===== src/rtl/jt1943_romrq_server.sv =====
// ROM-request responder: round-robin arbitration of four cached ROM clients onto
// a single SDRAM read port. Each grant fetches two 16-bit words and returns 32 bits.
module jt1943_romrq_server #(
    parameter int              AW    = 18,
    parameter int              SW    = 22,
    parameter logic [SW-1:0]   OFFS0 = '0,
    parameter logic [SW-1:0]   OFFS1 = '0,
    parameter logic [SW-1:0]   OFFS2 = '0,
    parameter logic [SW-1:0]   OFFS3 = '0
) (
    input  logic          i_clk,
    input  logic          i_rst_n,
    input  logic          i_cen,
    input  logic [3:0]    i_req,
    input  logic [AW-1:0] i_addr0,
    input  logic [AW-1:0] i_addr1,
    input  logic [AW-1:0] i_addr2,
    input  logic [AW-1:0] i_addr3,
    output logic [3:0]    o_we,
    output logic [31:0]   o_dout,
    output logic          o_sdram_req,
    output logic [SW-1:0] o_sdram_addr,
    input  logic          i_sdram_ack,
    input  logic          i_data_rdy,
    input  logic [15:0]   i_data_read
);

    typedef enum logic [2:0] {
        IDLE    = 3'd0,
        REQ     = 3'd1,
        WAIT0   = 3'd2,
        WAIT1   = 3'd3,
        DELIVER = 3'd4
    } state_t;

    state_t          r_state, w_state_nxt;
    logic [1:0]      r_ptr, w_ptr_nxt;
    logic [1:0]      r_sel, w_sel_nxt;
    logic [AW-3:0]   r_aaddr, w_aaddr_nxt;
    logic [SW-1:0]   r_sdram_addr, w_sdram_addr_nxt;
    logic            r_sdram_req, w_sdram_req_nxt;
    logic [3:0]      r_we, w_we_nxt;
    logic [31:0]     r_dout, w_dout_nxt;

    logic [1:0]      w_grant;
    logic [AW-3:0]   w_aaddr_gnt;
    logic [AW-3:0]   w_aaddr_cur;
    logic            w_match;
    logic [3:0]      w_we_onehot;
    logic            w_unused_ok;

    // First requester at or after the pointer, wrapping mod 4.
    function automatic logic [1:0] f_rr_pick(input logic [3:0] req, input logic [1:0] ptr);
        logic [1:0] idx;
        f_rr_pick = ptr;
        for (int i = 3; i >= 0; i--) begin
            idx = ptr + 2'(i);
            if (req[idx]) f_rr_pick = idx;
        end
    endfunction

    function automatic logic [AW-3:0] f_aaddr(input logic [1:0] sel);
        case (sel)
            2'd0:    f_aaddr = i_addr0[AW-1:2];
            2'd1:    f_aaddr = i_addr1[AW-1:2];
            2'd2:    f_aaddr = i_addr2[AW-1:2];
            default: f_aaddr = i_addr3[AW-1:2];
        endcase
    endfunction

    function automatic logic [SW-1:0] f_offs(input logic [1:0] sel);
        case (sel)
            2'd0:    f_offs = OFFS0;
            2'd1:    f_offs = OFFS1;
            2'd2:    f_offs = OFFS2;
            default: f_offs = OFFS3;
        endcase
    endfunction

    // Byte-address bits [1:0] carry no information for 32-bit aligned fetches.
    assign w_unused_ok = &{1'b0, i_addr0[1:0], i_addr1[1:0], i_addr2[1:0], i_addr3[1:0]};

    assign w_grant     = f_rr_pick(i_req, r_ptr);
    assign w_aaddr_gnt = f_aaddr(w_grant);
    assign w_aaddr_cur = f_aaddr(r_sel);
    assign w_match     = i_req[r_sel] && (w_aaddr_cur == r_aaddr);
    assign w_we_onehot = 4'b0001 << r_sel;

    always_comb begin
        w_state_nxt      = r_state;
        w_ptr_nxt        = r_ptr;
        w_sel_nxt        = r_sel;
        w_aaddr_nxt      = r_aaddr;
        w_sdram_addr_nxt = r_sdram_addr;
        w_sdram_req_nxt  = r_sdram_req;
        w_we_nxt         = r_we;
        w_dout_nxt       = r_dout;

        case (r_state)
            IDLE: begin
                w_we_nxt = 4'b0000;
                if (|i_req) begin
                    w_sel_nxt        = w_grant;
                    w_aaddr_nxt      = w_aaddr_gnt;
                    // Two SDRAM words per 32-bit client word; wraps modulo 2^SW.
                    w_sdram_addr_nxt = f_offs(w_grant) + SW'({w_aaddr_gnt, 1'b0});
                    w_sdram_req_nxt  = 1'b1;
                    w_ptr_nxt        = w_grant + 2'd1;
                    w_state_nxt      = REQ;
                end
            end
            REQ: begin
                if (i_sdram_ack) begin
                    w_sdram_req_nxt = 1'b0;
                    if (i_data_rdy) begin
                        w_dout_nxt[15:0] = i_data_read;
                        w_state_nxt      = WAIT1;
                    end else begin
                        w_state_nxt      = WAIT0;
                    end
                end
            end
            WAIT0: begin
                if (i_data_rdy) begin
                    w_dout_nxt[15:0] = i_data_read;
                    w_state_nxt      = WAIT1;
                end
            end
            WAIT1: begin
                if (i_data_rdy) begin
                    w_dout_nxt[31:16] = i_data_read;
                    w_state_nxt       = DELIVER;
                end
            end
            DELIVER: begin
                // A request that moved or vanished since the grant gets nothing.
                if (!w_match) begin
                    w_we_nxt    = 4'b0000;
                    w_state_nxt = IDLE;
                end else if ((|r_we) && i_cen) begin
                    w_we_nxt    = 4'b0000;
                    w_state_nxt = IDLE;
                end else begin
                    w_we_nxt    = w_we_onehot;
                end
            end
            default: begin
                w_we_nxt        = 4'b0000;
                w_sdram_req_nxt = 1'b0;
                w_state_nxt     = IDLE;
            end
        endcase
    end

    always_ff @(posedge i_clk or negedge i_rst_n) begin
        if (!i_rst_n) begin
            r_state      <= IDLE;
            r_ptr        <= 2'd0;
            r_sel        <= 2'd0;
            r_aaddr      <= '0;
            r_sdram_addr <= '0;
            r_sdram_req  <= 1'b0;
            r_we         <= 4'b0000;
            r_dout       <= 32'd0;
        end else begin
            r_state      <= w_state_nxt;
            r_ptr        <= w_ptr_nxt;
            r_sel        <= w_sel_nxt;
            r_aaddr      <= w_aaddr_nxt;
            r_sdram_addr <= w_sdram_addr_nxt;
            r_sdram_req  <= w_sdram_req_nxt;
            r_we         <= w_we_nxt;
            r_dout       <= w_dout_nxt;
        end
    end

    assign o_we         = r_we;
    assign o_dout       = r_dout;
    assign o_sdram_req  = r_sdram_req;
    assign o_sdram_addr = r_sdram_addr;

endmodule


===== config.mk =====
export PLATFORM = sky130hd
export DESIGN_NAME = jt1943_romrq_server
export DESIGN_NICKNAME = d
export VERILOG_FILES = /design/src/rtl/jt1943_romrq_server.sv
export SDC_FILE = /design/constraint.sdc
export NUM_CORES = 1
export LEC_CHECK = 0
export ABC_AREA = 0
export CAP_MARGIN = 15
export CELL_PAD_IN_SITES_DETAIL_PLACEMENT = 1
export CELL_PAD_IN_SITES_GLOBAL_PLACEMENT = 2
export CORE_MARGIN = 2
export CORE_UTILIZATION = 33
export CTS_CLUSTER_DIAMETER = 200
export CTS_CLUSTER_SIZE = 20
export DETAILED_ROUTE_END_ITERATION = 10
export DONT_BUFFER_PORTS = 1
export PLACE_DENSITY = 0.68
export SYNTH_ARGS = -nofsm -noshare
export SYNTH_HDL_FRONTEND = slang
export SYNTH_SLANG_ARGS = --single-unit

===== constraint.sdc =====
create_clock -name i_clk -period 3.5 [get_ports i_clk]
set_clock_uncertainty 0.05 [all_clocks]
set_input_delay 0.7 -clock i_clk [delete_from_list [all_inputs] [get_ports i_clk]]
set_output_delay 0.7 -clock i_clk [all_outputs]
set_load 0.05 [all_outputs]

=== Yosys cells after proc, flatten, opt, wreduce, memory -nomap -nowiden ===
Cells that the tools add are included.
Widths: inputs -> output; s select.

* Bits of input ports: 97
* Register bits after elaboration: 82
* Logic and storage cells: 85
* Output and inout port bits: 59

* $lt $le $gt $ge: 5
* Muxes and demuxes: 35
* Reductions and logical operators: 15
* Shift-type cells: 1
* Bitwise logic cells: 1
* Add/sub/neg operators: 5
* Equality and inequality tests: 14

{| class="wikitable"
|+ Operators with widths
! cell !! number
|-
| $pmux 16 s3 || 2
|-
| $mux 22 || 2
|-
| $mux 16 || 2
|-
| $pmux 16 s2 || 1
|-
| $add 22x17->22 || 1
|-
| $mux 3 || 6
|-
| $eq 16x16->1 || 1
|-
| $lt 2x3->1 const B || 5
|-
| $pmux 3 s5 || 1
|-
| $bmux 1 s2 || 5
|-
| $mux 1 || 8
|-
| $mux 2 || 4
|-
| $mux 4 || 2
|-
| $ne 2x2->1 const B || 4
|-
| $pmux 4 s2 || 1
|-
| $reduce_or 4->1 || 2
|-
| $eq 3x2->1 const B || 2
|-
| $reduce_and 2->1 || 3
|-
| $reduce_or 3->1 || 2
|-
| $reduce_and 5->1 || 1
|-
| $add 2x1->2 const B || 2
|-
| $add 2x2->2 const B || 2
|-
| $eq 2x1->1 const B || 2
|-
| $eq 2x2->1 const B || 2
|-
| other kinds (11) || 13
|}

=== Logic depth before layout (Yosys ltp) ===
* Word-level depth: 10
* Depth in mapped cells: 12
* Gate-level depth less buffers: 10

=== Worst setup path after synthesis ===
OpenSTA, ideal clock, no wires.

* Kind: input -> register
* Start: input port i_req[2]
* End: register r_aaddr[13]
* Stages on the path: 11
* Setup time: 0.083 ns
* Slack: 0.964 ns
* Path buffers: 2
* Arrival time: 2.403 ns
* Cell sequence: nor2b_1 > a2111oi_0 > nor2_1 > inv_1 > ha_1 > clkbuf_1 > clkbuf_1 > a222oi_1 > nor2_1 > a21oi_1 > o21ai_0

* Word-level cells in the longest chain between the ends: 8
* Elaborated cells on any way between the ends: 18
* Those cells by class: eq/ne (2); mux (13); reduce/logical (3)

{| class="wikitable"
|+ Ends and longest elaborated chain
! item !! line !! source
|-
| start, declared || 14 || <nowiki>input logic [3:0] i_req,</nowiki>
|-
| $bmux 1 s2 || 58 || <nowiki>if (req[idx]) f_rr_pick = idx;</nowiki>
|-
| $mux 1 (not written as such) || 58 ||
|-
| $mux 2 (3 in a row) || 58 ||
|-
| $mux 2 (*) || 58 ||
|-
| via w_grant[1] || 45 || <nowiki>logic [1:0] w_grant;</nowiki>
|-
| $eq 2x2->1, or another cell as far along || 63 || <nowiki>case (sel)</nowiki>
|-
| $pmux 16 s3 (*) || 63 ||
|-
| end signal, assigned || 169 || <nowiki>r_aaddr <= w_aaddr_nxt;</nowiki>
|-
| end, declared || 39 || <nowiki>logic [AW-3:0] r_aaddr, w_aaddr_nxt;</nowiki>
|}

The timed path passes the listed nets; every way through them passes the cells marked *. The select of a mux whose other input is x is not followed.
A chain may end at the register's enable or synchronous reset.

=== Worst setup path in the final report ===
* Start: register r_sel[0]
* End: register r_we[3] (netlist: o_we[3])

* Word-level cells in the longest chain between the ends: 6
* Elaborated cells on any way between the ends: 12
* Those cells by class: eq/ne (3); shift (1); mux (6); reduce/logical (2)

{| class="wikitable"
|+ Ends and longest elaborated chain
! item !! line !! source
|-
| start, declared || 38 || <nowiki>logic [1:0] r_sel, w_sel_nxt;</nowiki>
|-
| start signal, assigned || 168 || <nowiki>r_sel <= w_sel_nxt;</nowiki>
|-
| $eq 2x2->1, or another cell as far along || 63 ||
|-
| $pmux 16 s3 || 63 ||
|-
| $eq 16x16->1 || 86 || <nowiki>assign w_match = i_req[r_sel] && (w_aaddr_cur == r_aaddr);</nowiki>
|-
| $logic_and 1x1->1 || 86 ||
|-
| $mux 4 (*) || 137 || <nowiki>if (!w_match) begin</nowiki>
|-
| $pmux 4 s2 (*) || 99 || <nowiki>case (r_state)</nowiki>
|-
| end signal, assigned || 172 || <nowiki>r_we <= w_we_nxt;</nowiki>
|-
| end, declared || 42 || <nowiki>logic [3:0] r_we, w_we_nxt;</nowiki>
|}

Mark *: on every way between the ends. The rest lies on a longest branch, timed or not. The select of a mux whose other input is x is not followed.

==> run_results.csv <==
group,metric,value,unit
global_route,grt_start_max_net_pins,61,
cts,clock-sinks,60,
floorplan,die_w,107,microns
sta,setup_viol,0,
sta,hold_viol,0,
sta,finalCriticalPeriod,2.69,ns
global_route,track_usage,17.0,%
routing,via_count,2515,
cts,post_cts_buffers,0,
routing,drt_iter0_drc,116,
outcome,status,"completed",
pwr,switching_share,53.2,%
sta,fin_hold_ws,0.184,ns
pwr,p_leak,0.00159,uW
setup_path,crit_end,"o_we[3]",
flow_run,cap_violations,0,
pwr,clock_power_share,13.8,%
setup_path,arrival,2.89,ns
global_route,overflow,0,
cts,cts_hold_buf,1,
sta,final.setup.tns,0,ns
yosys,ys_ff_latch,60,
floorplan,chipHeight,107,microns
cts,cts-root-buf,"clkbuf_8",
finish,utilization,37.1,%
setup_path,r2r_end,"o_we[3]",
floorplan,start_util,33.9,%
setup_path,ff2ff_path_depth,7,
yosys,ys_types,37,
cts,h-tree-depth,3,
finish,area_growth,9.63,%
place,place_ws,0.643,ns
setup_path,cp_max_fo,17,
floorplan,die_area,11400,sq um
setup_path,cp_data_required_time,3.70,ns
sta,fmax,0.372,GHz
sta,slew_viol_final,0,
yosys,syn_area_per_cell,11.1,sq um
pwr,p_sw,2390,uW
pwr,p_per_area,1170,nW/um^2
global_route,grt_pass1_vias,2713,
setup_path,reg2reg_from,"r_sel[0]",
finish,nNetsFinal,413,
routing,drc,0,
setup_path,cp-startpoint,"r_sel[0]",
pwr,power_frac_seq,51.1,%
setup_path,start_kind,"flip-flop",
yosys,ys.warnings.count,0,
yosys,synthCells,314,
sta,rsz0062_at_grt,"no",
finish,drive_above_1_share,22.2,%
sta,maxSlewHeadroom,44.1,%
setup_path,r2r_setup_slack,0.81,ns
yosys,ys_seq_area_share,43.1,%
sta,tightest_slew,0.839,ns
cts,tritoncts,"done",
routing,wl,9620,microns
setup_path,cp-end-kind,"flip-flop",
cts,clkTransAtPathRegs,0.07,ns
finish,antenna_cells,0,
global_route,antenna_found_initial,0,
yosys,mappedNetlistArea,3480,sq um
place,place_congestion,0.718,
floorplan,io_pins,156,
setup_path,crit_type,"reg -> reg",
cts,insertion_delay,0.34,ns
place,dp_hpwl,6820,microns
routing,via_per_inst,5.56,
sta,period_share,76.7,%
pwr,ir_drop,0.317,mV
floorplan,coreArea,10300,sq um
sta,setup_ws,0.814,ns
cts,cts-resized-gates,0,
cts,numCtsBuffers,9,
routing,final_antenna_net_count,0,
floorplan,fp-row-count,37,
min_path,min-delay-path-class,"in -> async",
pwr,p_comb_share,35.1,%
routing,avgRoutedWirePerCell,21.3,microns
pwr,p_int,2100,uW
place,portBuffers,0,
global_route,grt_pass1_wl,14800,microns
routing,drt-pass1-iter-count,5,
cts,clock_path_buffers,2,
## final cells by class
type,instances,area (sq um)
multi-input combinational,226,1830
clock buffer,10,138
inverter,6,22.5
sequential,60,1500
clock inverter,5,52.6
tap,136,170
timing repair buffer,9,108
fill,1138,6460
## kinds of logic after synthesis
group	after synthesis	share of synthesized area [%]
AND/OR/NAND/NOR	77	10.3
buffers and inverters	33	4.99
multiplexers	54	23.3
adder cells (fa/ha/maj)	4	1.44
other	1	0.108
AO/OA/AOI/OAI	70	12.9
XOR/XNOR	15	3.77
flip-flops	60	43.1
## worst min-delay path by stage
stage / end / depth (start not counted) / slack, ns / from
finish: o_dout[1] / 1 / 0.18 / i_rst_n
global route: o_dout[2] / 1 / 0.18 / i_rst_n
CTS: o_we[1] / 1 / 0.18 / i_rst_n
detailed placement: o_dout[18] / 0 / 0.36 / i_rst_n
global placement: o_dout[18] / 0 / 0.36 / i_rst_n
floorplan: o_dout[0] / 0 / 0.35 / i_rst_n
## state kept, by name (all words and copies together), names as in the netlist
register and flops:
r_ptr 2, o_sdram_req 1, o_we 4, r_sel 2, r_state 3, o_dout 32, r_aaddr 16
## per-stage QoR
stage	area, sq um	std cells	total power, uW
final	3820	452	4490
after global routing	3820	452	4800
after CTS	3790	451	4520
after detailed placement	3570	435	3870
after global placement	3570	435	3800
after floorplan	3500	319	3480
## cells in the mapped netlist
| cell | n | area [sq um] |
|---|---|---|
| mux4_1 | 7 | 184 |
| mux4_2 | 9 | 203 |
| nand3_1 | 1 | 5.00 |
| nand2_1 | 27 | 101 |
| a211oi_1 | 1 | 7.51 |
| nor3_1 | 4 | 20.0 |
| nor2b_1 | 3 | 18.8 |
| o21ai_1 | 5 | 25.0 |
| buf_2 | 3 | 15.0 |
| nand4b_1 | 2 | 17.5 |
| a222oi_1 | 16 | 160 |
| o41ai_1 | 1 | 8.76 |
| nor2_1 | 28 | 105 |
| dfrtp_1 | 60 | 1500 |
| nor3b_1 | 2 | 15.0 |
| mux2i_1 | 3 | 30.0 |
| a2bb2oi_1 | 1 | 8.76 |
| a21oi_1 | 24 | 120 |
| buf_6 | 1 | 11.3 |
| clkbuf_1 | 16 | 60.1 |
| nand4_1 | 1 | 6.26 |
| and3b_1 | 1 | 8.76 |
| inv_1 | 6 | 22.5 |
| buf_12 | 1 | 20.0 |
| a2111oi_0 | 1 | 8.76 |
| nand4_2 | 1 | 12.5 |
| ha_1 | 4 | 50.1 |
| o21ai_0 | 19 | 95.1 |
| nor4_2 | 1 | 12.5 |
| nand2b_1 | 3 | 18.8 |
| mux2_2 | 35 | 394 |
| a21o_1 | 1 | 7.51 |
| nor4_1 | 3 | 18.8 |
| conb_1 | 1 | 3.75 |
| buf_4 | 6 | 45.0 |
| o221ai_1 | 1 | 8.76 |
| xor2_1 | 15 | 131 |
## power groups by stage
stage,sequential [uW],clock [uW],combinational [uW]
after floorplan,2160,0,1320
after CTS,2300,642,1580
after global placement,2300,0,1500
after global routing,2350,677,1770
final,2290,618,1580
after detailed placement,2320,0,1550
## cell usage in the layout, fill, tap and decap left out, types with 2 or more instances in the layout
master / n
mux4_1: 7
inv_1: 6
nor2_1: 28
conb_1: 6
nand4b_1: 2
a21oi_1: 24
dfrtp_1: 60
nor3_1: 4
nor2b_1: 3
o21ai_0: 19
clkbuf_8: 10
mux2i_1: 3
xor2_1: 15
mux2_2: 35
a222oi_1: 16
ha_1: 4
buf_16: 2
mux4_2: 9
nor4_1: 3
buf_4: 7
nand2_1: 27
o21ai_1: 5
clkinv_2: 3
nand2b_1: 3
nor3b_1: 2
## worst max-delay path, stage by stage (launching register included)
cell	delay [ns]
dfrtp_1	0.41
buf_4	0.31
buf_4	0.23
mux4_1	0.58
xor2_1	0.16
nor3_1	0.54
nand4b_1	0.16
o21ai_1	0.15
## per-layer routing
| metal | global-route usage [%] | wire (microns) |
|---|---|---|
| met1 | 19.8 | 3780 |
| met2 | 28.6 | 4780 |
| met3 | 7.05 | 991 |
| met4 | 5.10 | 67 |
| met5 | 0 | 0 |
(Power assumes the default switching activity.)
